$ cat config.mk
export PLATFORM = sky130hd
export DESIGN_NAME = eth_header_inserter
export DESIGN_NICKNAME = d
export VERILOG_FILES = /design/src/rtl/eth_header_inserter_pkg.sv /design/src/rtl/eth_hdr_regs.sv /design/src/rtl/eth_header_inserter.sv
export SDC_FILE = /design/constraint.sdc
export NUM_CORES = 1
export LEC_CHECK = 0
export ABC_CLOCK_PERIOD_IN_PS = 9100
export CAP_MARGIN = 20
export CORE_MARGIN = 5
export CORE_UTILIZATION = 30
export DETAILED_ROUTE_END_ITERATION = 8
export GPL_TIMING_DRIVEN = 0
export PLACE_DENSITY = 0.47
export SLEW_MARGIN = 20
export SYNTH_ARGS = -nofsm -noshare
export SYNTH_HDL_FRONTEND = slang
export SYNTH_HIERARCHICAL = 1
export SYNTH_SLANG_ARGS = --single-unit
$ cat constraint.sdc
create_clock -name clk -period 9.1 [get_ports clk]
set_clock_uncertainty 0.05 [all_clocks]
set_input_delay 1.82 -clock clk [delete_from_list [all_inputs] [get_ports clk]]
set_output_delay 1.82 -clock clk [all_outputs]
set_load 0.05 [all_outputs]
$ cat src/rtl/eth_header_inserter_pkg.sv
// Shared constants and types for the Ethernet framing stage: register map,
// MAC header layout and the framer state encoding.
package eth_header_inserter_pkg;

  // Header layout: {pad, destination MAC, source MAC, EtherType}
  localparam int MAC_HEADER_WIDTH = 128;
  localparam int MAC_ADDR_PAD     = 16;
  localparam int MAC_ADDR_WIDTH   = 48;
  localparam int ETH_TYPE_WIDTH   = 16;

  localparam logic [ETH_TYPE_WIDTH-1:0] ETH_TYPE_DEFAULT = 16'h0800;

  // Byte offsets of the registers relative to the peripheral base address
  localparam logic [7:0] SRC_MAC_HI_ADDR = 8'h00;
  localparam logic [7:0] SRC_MAC_LO_ADDR = 8'h04;
  localparam logic [7:0] DST_MAC_HI_ADDR = 8'h08;
  localparam logic [7:0] DST_MAC_LO_ADDR = 8'h0C;
  localparam logic [7:0] ETH_TYPE_ADDR   = 8'h10;
  localparam logic [7:0] CTRL_ADDR       = 8'h14;
  localparam logic [7:0] PKT_COUNT_ADDR  = 8'h18;
  localparam logic [7:0] DROP_COUNT_ADDR = 8'h1C;

  typedef enum logic [1:0] {
    ST_IDLE    = 2'd0,
    ST_HEADER  = 2'd1,
    ST_PAYLOAD = 2'd2,
    ST_BYPASS  = 2'd3
  } eth_state_e;

endpackage

$ cat src/rtl/eth_hdr_regs.sv
// Avalon-MM register block for the header inserter: MAC/EtherType fields,
// enable bit and the saturating packet/drop statistics counters.
module eth_hdr_regs
  import eth_header_inserter_pkg::*;
#(
  parameter int BASE_ADDR    = 'h1000,
  parameter int ADDRESS_SIZE = 32,
  parameter int REG_SIZE     = 32,
  parameter int COUNT_WIDTH  = 32
) (
  input  logic                    clk,
  input  logic                    rst,
  input  logic [ADDRESS_SIZE-1:0] avs_address,
  input  logic                    avs_write,
  input  logic                    avs_read,
  input  logic [REG_SIZE-1:0]     avs_writedata,
  output logic [REG_SIZE-1:0]     avs_readdata,
  output logic                    avs_readdatavalid,
  input  logic                    inc_pkt,
  input  logic                    inc_drop,
  output logic [47:0]             src_mac,
  output logic [47:0]             dst_mac,
  output logic [15:0]             eth_type,
  output logic                    enable
);

  logic [ADDRESS_SIZE-1:0] offset;
  logic                    in_window;
  logic [7:0]              reg_off;
  logic [31:0]             wdata;
  logic                    clr_pkt;
  logic                    clr_drop;
  logic [REG_SIZE-1:0]     rd_value;
  logic [COUNT_WIDTH-1:0]  pkt_count;
  logic [COUNT_WIDTH-1:0]  drop_count;

  // Counter update: a clear beats a simultaneous increment, and the count sticks at all-ones
  function automatic logic [COUNT_WIDTH-1:0] sat_next(input logic [COUNT_WIDTH-1:0] cur,
                                                      input logic inc,
                                                      input logic clr);
    if (clr) return '0;
    if (inc && (cur != '1)) return cur + COUNT_WIDTH'(1);
    return cur;
  endfunction

  // Address decode: only the low 256 bytes above the base can hold a register
  always_comb begin
    offset    = avs_address - ADDRESS_SIZE'(BASE_ADDR);
    in_window = (offset[ADDRESS_SIZE-1:8] == '0);
    reg_off   = offset[7:0];
    wdata     = avs_writedata[31:0];
    clr_pkt   = avs_write && in_window && (reg_off == PKT_COUNT_ADDR);
    clr_drop  = avs_write && in_window && (reg_off == DROP_COUNT_ADDR);
  end

  // Writable configuration registers; unknown offsets are ignored
  always_ff @(posedge clk) begin
    if (rst) begin
      src_mac  <= '0;
      dst_mac  <= '0;
      eth_type <= ETH_TYPE_DEFAULT;
      enable   <= 1'b1;
    end else if (avs_write && in_window) begin
      case (reg_off)
        SRC_MAC_HI_ADDR: src_mac[47:32] <= wdata[15:0];
        SRC_MAC_LO_ADDR: src_mac[31:0]  <= wdata;
        DST_MAC_HI_ADDR: dst_mac[47:32] <= wdata[15:0];
        DST_MAC_LO_ADDR: dst_mac[31:0]  <= wdata;
        ETH_TYPE_ADDR:   eth_type       <= wdata[15:0];
        CTRL_ADDR:       enable         <= wdata[0];
        default: ;
      endcase
    end
  end

  // Statistics counters, cleared by any write to their offset
  always_ff @(posedge clk) begin
    if (rst) begin
      pkt_count  <= '0;
      drop_count <= '0;
    end else begin
      pkt_count  <= sat_next(pkt_count, inc_pkt, clr_pkt);
      drop_count <= sat_next(drop_count, inc_drop, clr_drop);
    end
  end

  // Read mux; anything outside the register map reads as zero
  always_comb begin
    rd_value = '0;
    if (in_window) begin
      case (reg_off)
        SRC_MAC_HI_ADDR: rd_value = REG_SIZE'(src_mac[47:32]);
        SRC_MAC_LO_ADDR: rd_value = REG_SIZE'(src_mac[31:0]);
        DST_MAC_HI_ADDR: rd_value = REG_SIZE'(dst_mac[47:32]);
        DST_MAC_LO_ADDR: rd_value = REG_SIZE'(dst_mac[31:0]);
        ETH_TYPE_ADDR:   rd_value = REG_SIZE'(eth_type);
        CTRL_ADDR:       rd_value = REG_SIZE'(enable);
        PKT_COUNT_ADDR:  rd_value = REG_SIZE'(pkt_count);
        DROP_COUNT_ADDR: rd_value = REG_SIZE'(drop_count);
        default:         rd_value = '0;
      endcase
    end
  end

  // Registered read port with a fixed latency of one cycle
  always_ff @(posedge clk) begin
    if (rst) begin
      avs_readdata      <= '0;
      avs_readdatavalid <= 1'b0;
    end else begin
      avs_readdatavalid <= avs_read;
      if (avs_read) avs_readdata <= rd_value;
    end
  end

endmodule

$ cat src/rtl/eth_header_inserter.sv
// Prepends a programmable 128-bit MAC header to each Avalon-ST payload packet,
// or passes packets through untouched when the enable bit is clear.
module eth_header_inserter
  import eth_header_inserter_pkg::*;
#(
  parameter int STREAM_WIDTH = 32,
  parameter int BASE_ADDR    = 'h1000,
  parameter int ADDRESS_SIZE = 32,
  parameter int REG_SIZE     = 32,
  parameter int COUNT_WIDTH  = 32,
  parameter int EMPTY_WIDTH  = (STREAM_WIDTH / 8 > 1) ? $clog2(STREAM_WIDTH / 8) : 1
) (
  input  logic                    clk,
  input  logic                    rst,
  input  logic [ADDRESS_SIZE-1:0] avs_address,
  input  logic                    avs_write,
  input  logic                    avs_read,
  input  logic [REG_SIZE-1:0]     avs_writedata,
  output logic [REG_SIZE-1:0]     avs_readdata,
  output logic                    avs_readdatavalid,
  input  logic [STREAM_WIDTH-1:0] snk_data,
  input  logic                    snk_valid,
  input  logic                    snk_sop,
  input  logic                    snk_eop,
  input  logic [EMPTY_WIDTH-1:0]  snk_empty,
  output logic                    snk_ready,
  output logic [STREAM_WIDTH-1:0] src_data,
  output logic                    src_valid,
  output logic                    src_sop,
  output logic                    src_eop,
  output logic [EMPTY_WIDTH-1:0]  src_empty,
  input  logic                    src_ready
);

  localparam int HDR_BEATS = MAC_HEADER_WIDTH / STREAM_WIDTH;
  localparam int CNT_WIDTH = (HDR_BEATS > 1) ? $clog2(HDR_BEATS) : 1;
  localparam logic [CNT_WIDTH-1:0] LAST_BEAT = CNT_WIDTH'(HDR_BEATS - 1);

  eth_state_e state;
  logic [CNT_WIDTH-1:0] hdr_cnt;
  logic [0:HDR_BEATS-1][STREAM_WIDTH-1:0] hdr_snap;

  logic [47:0] src_mac;
  logic [47:0] dst_mac;
  logic [15:0] eth_type;
  logic        enable;
  logic        inc_pkt;
  logic        inc_drop;
  logic        eop_fire;

  eth_hdr_regs #(
    .BASE_ADDR   (BASE_ADDR),
    .ADDRESS_SIZE(ADDRESS_SIZE),
    .REG_SIZE    (REG_SIZE),
    .COUNT_WIDTH (COUNT_WIDTH)
  ) u_regs (
    .clk              (clk),
    .rst              (rst),
    .avs_address      (avs_address),
    .avs_write        (avs_write),
    .avs_read         (avs_read),
    .avs_writedata    (avs_writedata),
    .avs_readdata     (avs_readdata),
    .avs_readdatavalid(avs_readdatavalid),
    .inc_pkt          (inc_pkt),
    .inc_drop         (inc_drop),
    .src_mac          (src_mac),
    .dst_mac          (dst_mac),
    .eth_type         (eth_type),
    .enable           (enable)
  );

  assign eop_fire = snk_valid && src_ready && snk_eop;

  // Stream outputs per state; everything is held low while reset is asserted
  always_comb begin
    snk_ready = 1'b0;
    src_valid = 1'b0;
    src_data  = '0;
    src_sop   = 1'b0;
    src_eop   = 1'b0;
    src_empty = '0;
    inc_pkt   = 1'b0;
    inc_drop  = 1'b0;
    if (!rst) begin
      case (state)
        ST_IDLE: begin
          snk_ready = !(snk_valid && snk_sop);
          inc_drop  = snk_valid && !snk_sop;
        end
        ST_HEADER: begin
          src_valid = 1'b1;
          src_data  = hdr_snap[hdr_cnt];
          src_sop   = (hdr_cnt == '0);
        end
        ST_PAYLOAD: begin
          src_valid = snk_valid;
          snk_ready = src_ready;
          src_data  = snk_data;
          src_eop   = snk_eop;
          src_empty = snk_empty;
          inc_pkt   = eop_fire;
        end
        ST_BYPASS: begin
          src_valid = snk_valid;
          snk_ready = src_ready;
          src_data  = snk_data;
          src_sop   = snk_sop;
          src_eop   = snk_eop;
          src_empty = snk_empty;
          inc_pkt   = eop_fire;
        end
        default: ;
      endcase
    end
  end

  // Framer FSM: snapshot the header at sop, emit it beat by beat, then forward the payload
  always_ff @(posedge clk) begin
    if (rst) begin
      state    <= ST_IDLE;
      hdr_cnt  <= '0;
      hdr_snap <= '0;
    end else begin
      case (state)
        ST_IDLE: begin
          if (snk_valid && snk_sop) begin
            if (enable) begin
              hdr_snap <= {{MAC_ADDR_PAD{1'b0}}, dst_mac, src_mac, eth_type};
              hdr_cnt  <= '0;
              state    <= ST_HEADER;
            end else begin
              state <= ST_BYPASS;
            end
          end
        end
        ST_HEADER: begin
          if (src_ready) begin
            if (hdr_cnt == LAST_BEAT) state <= ST_PAYLOAD;
            else hdr_cnt <= hdr_cnt + CNT_WIDTH'(1);
          end
        end
        ST_PAYLOAD, ST_BYPASS: begin
          if (eop_fire) state <= ST_IDLE;
        end
        default: state <= ST_IDLE;
      endcase
    end
  end

endmodule
# == Word-level counts from Yosys, hierarchy flattened ==
# Index checks and enable logic that the tools add are counted.
# totals
ff_bits,326
word_cells,119
output_inout_bits,71
input_bits,106
# classes
n_addsub,4
muxes,50
order_cmp,1
bitwise,1
n_eq_ne,19
n_reduce_logical,28
# op_table
cell,n
$mux 32,12
$pmux 32 s8,1
$add 32x1->32 const B,2
$bmux 32 s2,1
$ne 32x32->1 const B,2
$pmux 32 s2,1
$eq 8x5->1 const B,4
$sub 32x13->32 const B,1
$logic_not 24->1,1
$mux 2,11
$mux 1,19
$eq 8x4->1 const B,2
$reduce_and 2->1,6
$logic_and 1x1->1,9
$eq 8x3->1 const B,1
$logic_not 8->1,1
$ne 2x2->1 const B,4
$eq 2x2->1 const B,3
$pmux 1 s2,3
$pmux 2 s3,1
$reduce_bool 2->1,3
$reduce_and 5->1,1
$logic_not 2->1,2
$ne 2x1->1 const B,2
other kinds (9),10

# == Logic depth before layout (Yosys ltp) ==
# depth
word_depth,10
mapped_depth,11

# == Cells and area by module ==
# Netlist, hierarchy kept.
# by_module_without_submodules
module,area_per_inst_um2,cells_per_inst,n_inst,seq_area_each_um2
eth_hdr_regs,9798.1,1130,1,4204.0
eth_header_inserter,6367.4,641,1,2322.2

# == Worst setup path before layout ==
# OpenSTA, ideal clock, no wires.
# synth_path
path_kind,input port to output port
from,input rst
to,output src_sop
required_time_ns,7.230
t_arrival_ns,3.134
cell_stages,5
setup_slack_ns,4.096
cell_sequence,buf_2 > clkbuf_1 > clkbuf_1 > nand2b_1 > nor2_1
# synth_between
elab_chain_len,1
# synth_rtl
item,line_no,source
start: declaration,eth_header_inserter.sv:14,"input logic rst,"
$mux 1,eth_header_inserter.sv:85,if (!rst) begin
end: declaration,eth_header_inserter.sv:29,"output logic src_sop,"
# No other way between the ends.

# == Final worst setup path ==
# layout_path
from,input rst
to,output src_data[22]
# layout_between
elab_chain_len,1
# layout_rtl
item,line_no,source
$mux 32,eth_header_inserter.sv:85,
end: declaration,eth_header_inserter.sv:27,"output logic [STREAM_WIDTH-1:0] src_data,"
# No other way between the ends.

==> run metrics <==
post-CTS sizing 0; Reg power frac 44.7%; setup TNS 0 ns; Post-synth EDFFs 0; Rows 85; die width 242 um; CP endpoint kind output port; DRC 0; max-slew violation count 0; type of the worst min-delay path flop to flop; drt total wl 64700 um; die area 0.0586 mm2; Sw Pwr 0.745 mW; fraction of registers with async set/reset 0%; #FFs+latches synth 326; vias in the first global route 14300; hpwl dp 51800 um; num ports 177; Synth top area share 40.4%; Design Area, Final 0.0200 mm2; most frequent cells after synthesis 326 x dfxtp_1, 291 x nand2b_1, 193 x mux2i_1, 105 x a21oi_1, 99 x clkbuf_1; Die Y 242 um; Worst Tran Pin Value 1.13 ns; layout cells sized above 1 6.81%; gr ovfl total 0; Worst slew margin 23.7%; run status completed; largest net degree at the start of global routing 13; worst slack at placement 1.95 ns; overall global routing resource usage around a fifth; Cell Int Power 2.45 mW; Vias 14300; Hold Crit Start u_regs/avs_readdata[29]$_SDFFE_PP0P_; warnings from Yosys 6; IR drop worst, VDD 0.106 mV; RSZ-0062 raised after global routing false; Post-Syn Area per Cell just over 9 um2; PnR worst setup slack 2.09 ns; Setup Fix Bufs, Post-CTS 0; pwr/cell area 159 mW/mm2; Seq/Total Area, Yosys roughly 40%; DR WL/cell 23.9 um; origin of the worst setup path rst; CTS tree built; Area growth, synth to finish 23.9%; Num CTS Buffers 39; DP Area roughly 0.019 mm2; post-synthesis instance area ~0.016 mm2; cell count after synthesis around 1800; ys flop type dfxtp_1; Hold Buf Count CTS 0; power after layout 3.20 mW; fmax approximately 140 MHz; placeable core region 0.0536 mm2; clk sink count 326; H-tree Lvls 2; IO Port Bufs between 150 and 200; Vias/cell 5.29; Yosys cell types between 70 and 80; initial DRC count 1337; most common cell in the netlist dfxtp_1; drt first pass iters 7; net count after synthesis 1881; Placer Congestion 0.919; Max Cap Viol 0; sw frac 23.3%; # fillers ~5400; combinational share of power 6.2%; initial antenna violation count 2; crit start category input pin; Clock Pin Slew Worst Setup and Hold Paths 0.05 ns; CTS max path bufs 3; Final ANT Viol Nets 0; Setup violations, final 0; worst skew pair latency 0.57 ns; Clk pwr share 49.0%; global-route wire length before repair 96100 um; Initial Util 30.2%; crit path kind input pin to output port; Diodes inserted 0; Synth area leaders dfxtp_1 40%, mux2i_1 12%, nand2b_1 11%; worst path required time 7.23 ns; Lkg Pwr 6.65 nW; Final min period 7.01 ns; cell taking the most area after synthesis dfxtp_1; crit-path max FO 10; worst flop-to-flop path startpoint state[1]$_SDFFE_PP0P_; Total Nets Final 2094; Worst EP arrival 5.14 ns; Hold WS a little under 0.4 ns; CTS root buffer clkbuf_16; Final period util 77.0%; Final Hold Vio Count 0
cell families (layout without fill, tap and decap cells):
kind of cell,count (synthesis),in the layout,synth area share [%]
simple gates,684,684,24.4
compound gates,358,358,14.4
flops,326,326,40.4
mux,220,220,14.9
buf+inv,153,393,4.13
xor+xnor,26,26,1.41
fa+ha+maj,4,4,0.310
power groups by stage:
stage          combinational [mW]  clock, mW  sequential, mW
6_report                    0.200       1.57            1.43
3_3_place_gp                0.200          0            1.46
5_1_grt                     0.211       1.66            1.43
3_5_place_dp                0.201          0            1.46
4_1_cts                     0.201       1.60            1.43
2_1_floorplan               0.101          0            1.46
per-stage QoR:
stage | util [%] | std cells
final | 37.4 | 2707
after CTS | 37.4 | 2707
after global placement | 35.0 | 2639
after detailed placement | 35.0 | 2639
after global routing | 37.4 | 2707
after floorplan | - | 1771
layout by cell type, fill, tap and decap left out, types with 7 or more instances in the layout:
cell type        synthesis  layout
dfxtp_1                326     326
nand2b_1               291     291
mux2i_1                193     193
clkdlybuf4s50_1          0     172
clkbuf_1                99     110
a21oi_1                105     105
o21ai_0                 85      85
nand2_1                 84      84
nand3_1                 73      73
nor2_1                  66      66
a22o_1                  50      50
clkbuf_16                0      40
buf_2                   27      27
nand4_1                 25      25
or3_1                   22      22
xnor2_1                 21      21
a22oi_1                 19      19
or4_1                   18      18
a221oi_1                17      17
and3_1                  16      16
mux4_2                  16      16
nor3_1                  17      16
nor4_1                  15      15
o31ai_1                 15      15
a211oi_1                14      14
mux2_2                  11      11
nand3b_1                10      10
inv_1                    9       9
buf_1                    9       9
and4_1                   9       9
a221o_1                  8       8
and2_1                   8       8
clkbuf_8                 0       8
o21ai_1                  8       8
buf_6                    7       7
registers in the layout, summed over array words and instances, names as in the netlist:
signal,count
hdr_cnt,2
state,2
u_regs/avs_readdata,32
u_regs/src_mac,48
u_regs/pkt_count,32
u_regs/eth_type,16
u_regs/dst_mac,48
hdr_snap,112
u_regs/avs_readdatavalid,1
u_regs/drop_count,32
u_regs/enable,1
worst max-delay path, cell delays in order:
cell and delay [ns]:
clkdlybuf4s50_1 0.85, buf_2 0.43, nor2b_1 0.12, buf_2 0.22
clkbuf_1 0.60, a221o_1 0.28, clkdlybuf4s50_1 0.80
final timing paths:
kind | endpoint | slack [ns] | cells past startpoint
max | src_data[22] | 2.09 | 7
min | u_regs/avs_readdata[29]$_SDFFE_PP0P_ | 0.40 | 2
max reg2reg | u_regs/drop_count[21]$_SDFFE_PP0P_ | 5.66 | 10
min reg2reg | u_regs/avs_readdata[29]$_SDFFE_PP0P_ | 0.40 | 2
routing by layer:
metal | vias to the layer above | track usage [%] | routed length, um
met5 | - | 0 | 21
met3 | 88 | 3.59 | 3780
li1 | 6811 | - | -
met4 | 4 | 6.09 | 1840
met1 | 6934 | 28.8 | 28800
met2 | 481 | 35.4 | 30300
area by class of cell:
| cell class | instances | area, um2 | area share, % |
|---|---|---|---|
| repair buffers | 172 | 1720 | 8.59 |
| well taps | 696 | 871 | 4.35 |
| multi-input cells | 1292 | 8990 | 44.9 |
| plain buffers | 144 | 634 | 3.17 |
| flip-flops and latches | 326 | 6530 | 32.6 |
| clock buffers | 59 | 1150 | 5.75 |
| inverters | 9 | 33.8 | 0.169 |
| clock inverters | 9 | 110 | 0.550 |
No activity file was read; power rests on OpenSTA's default activity.
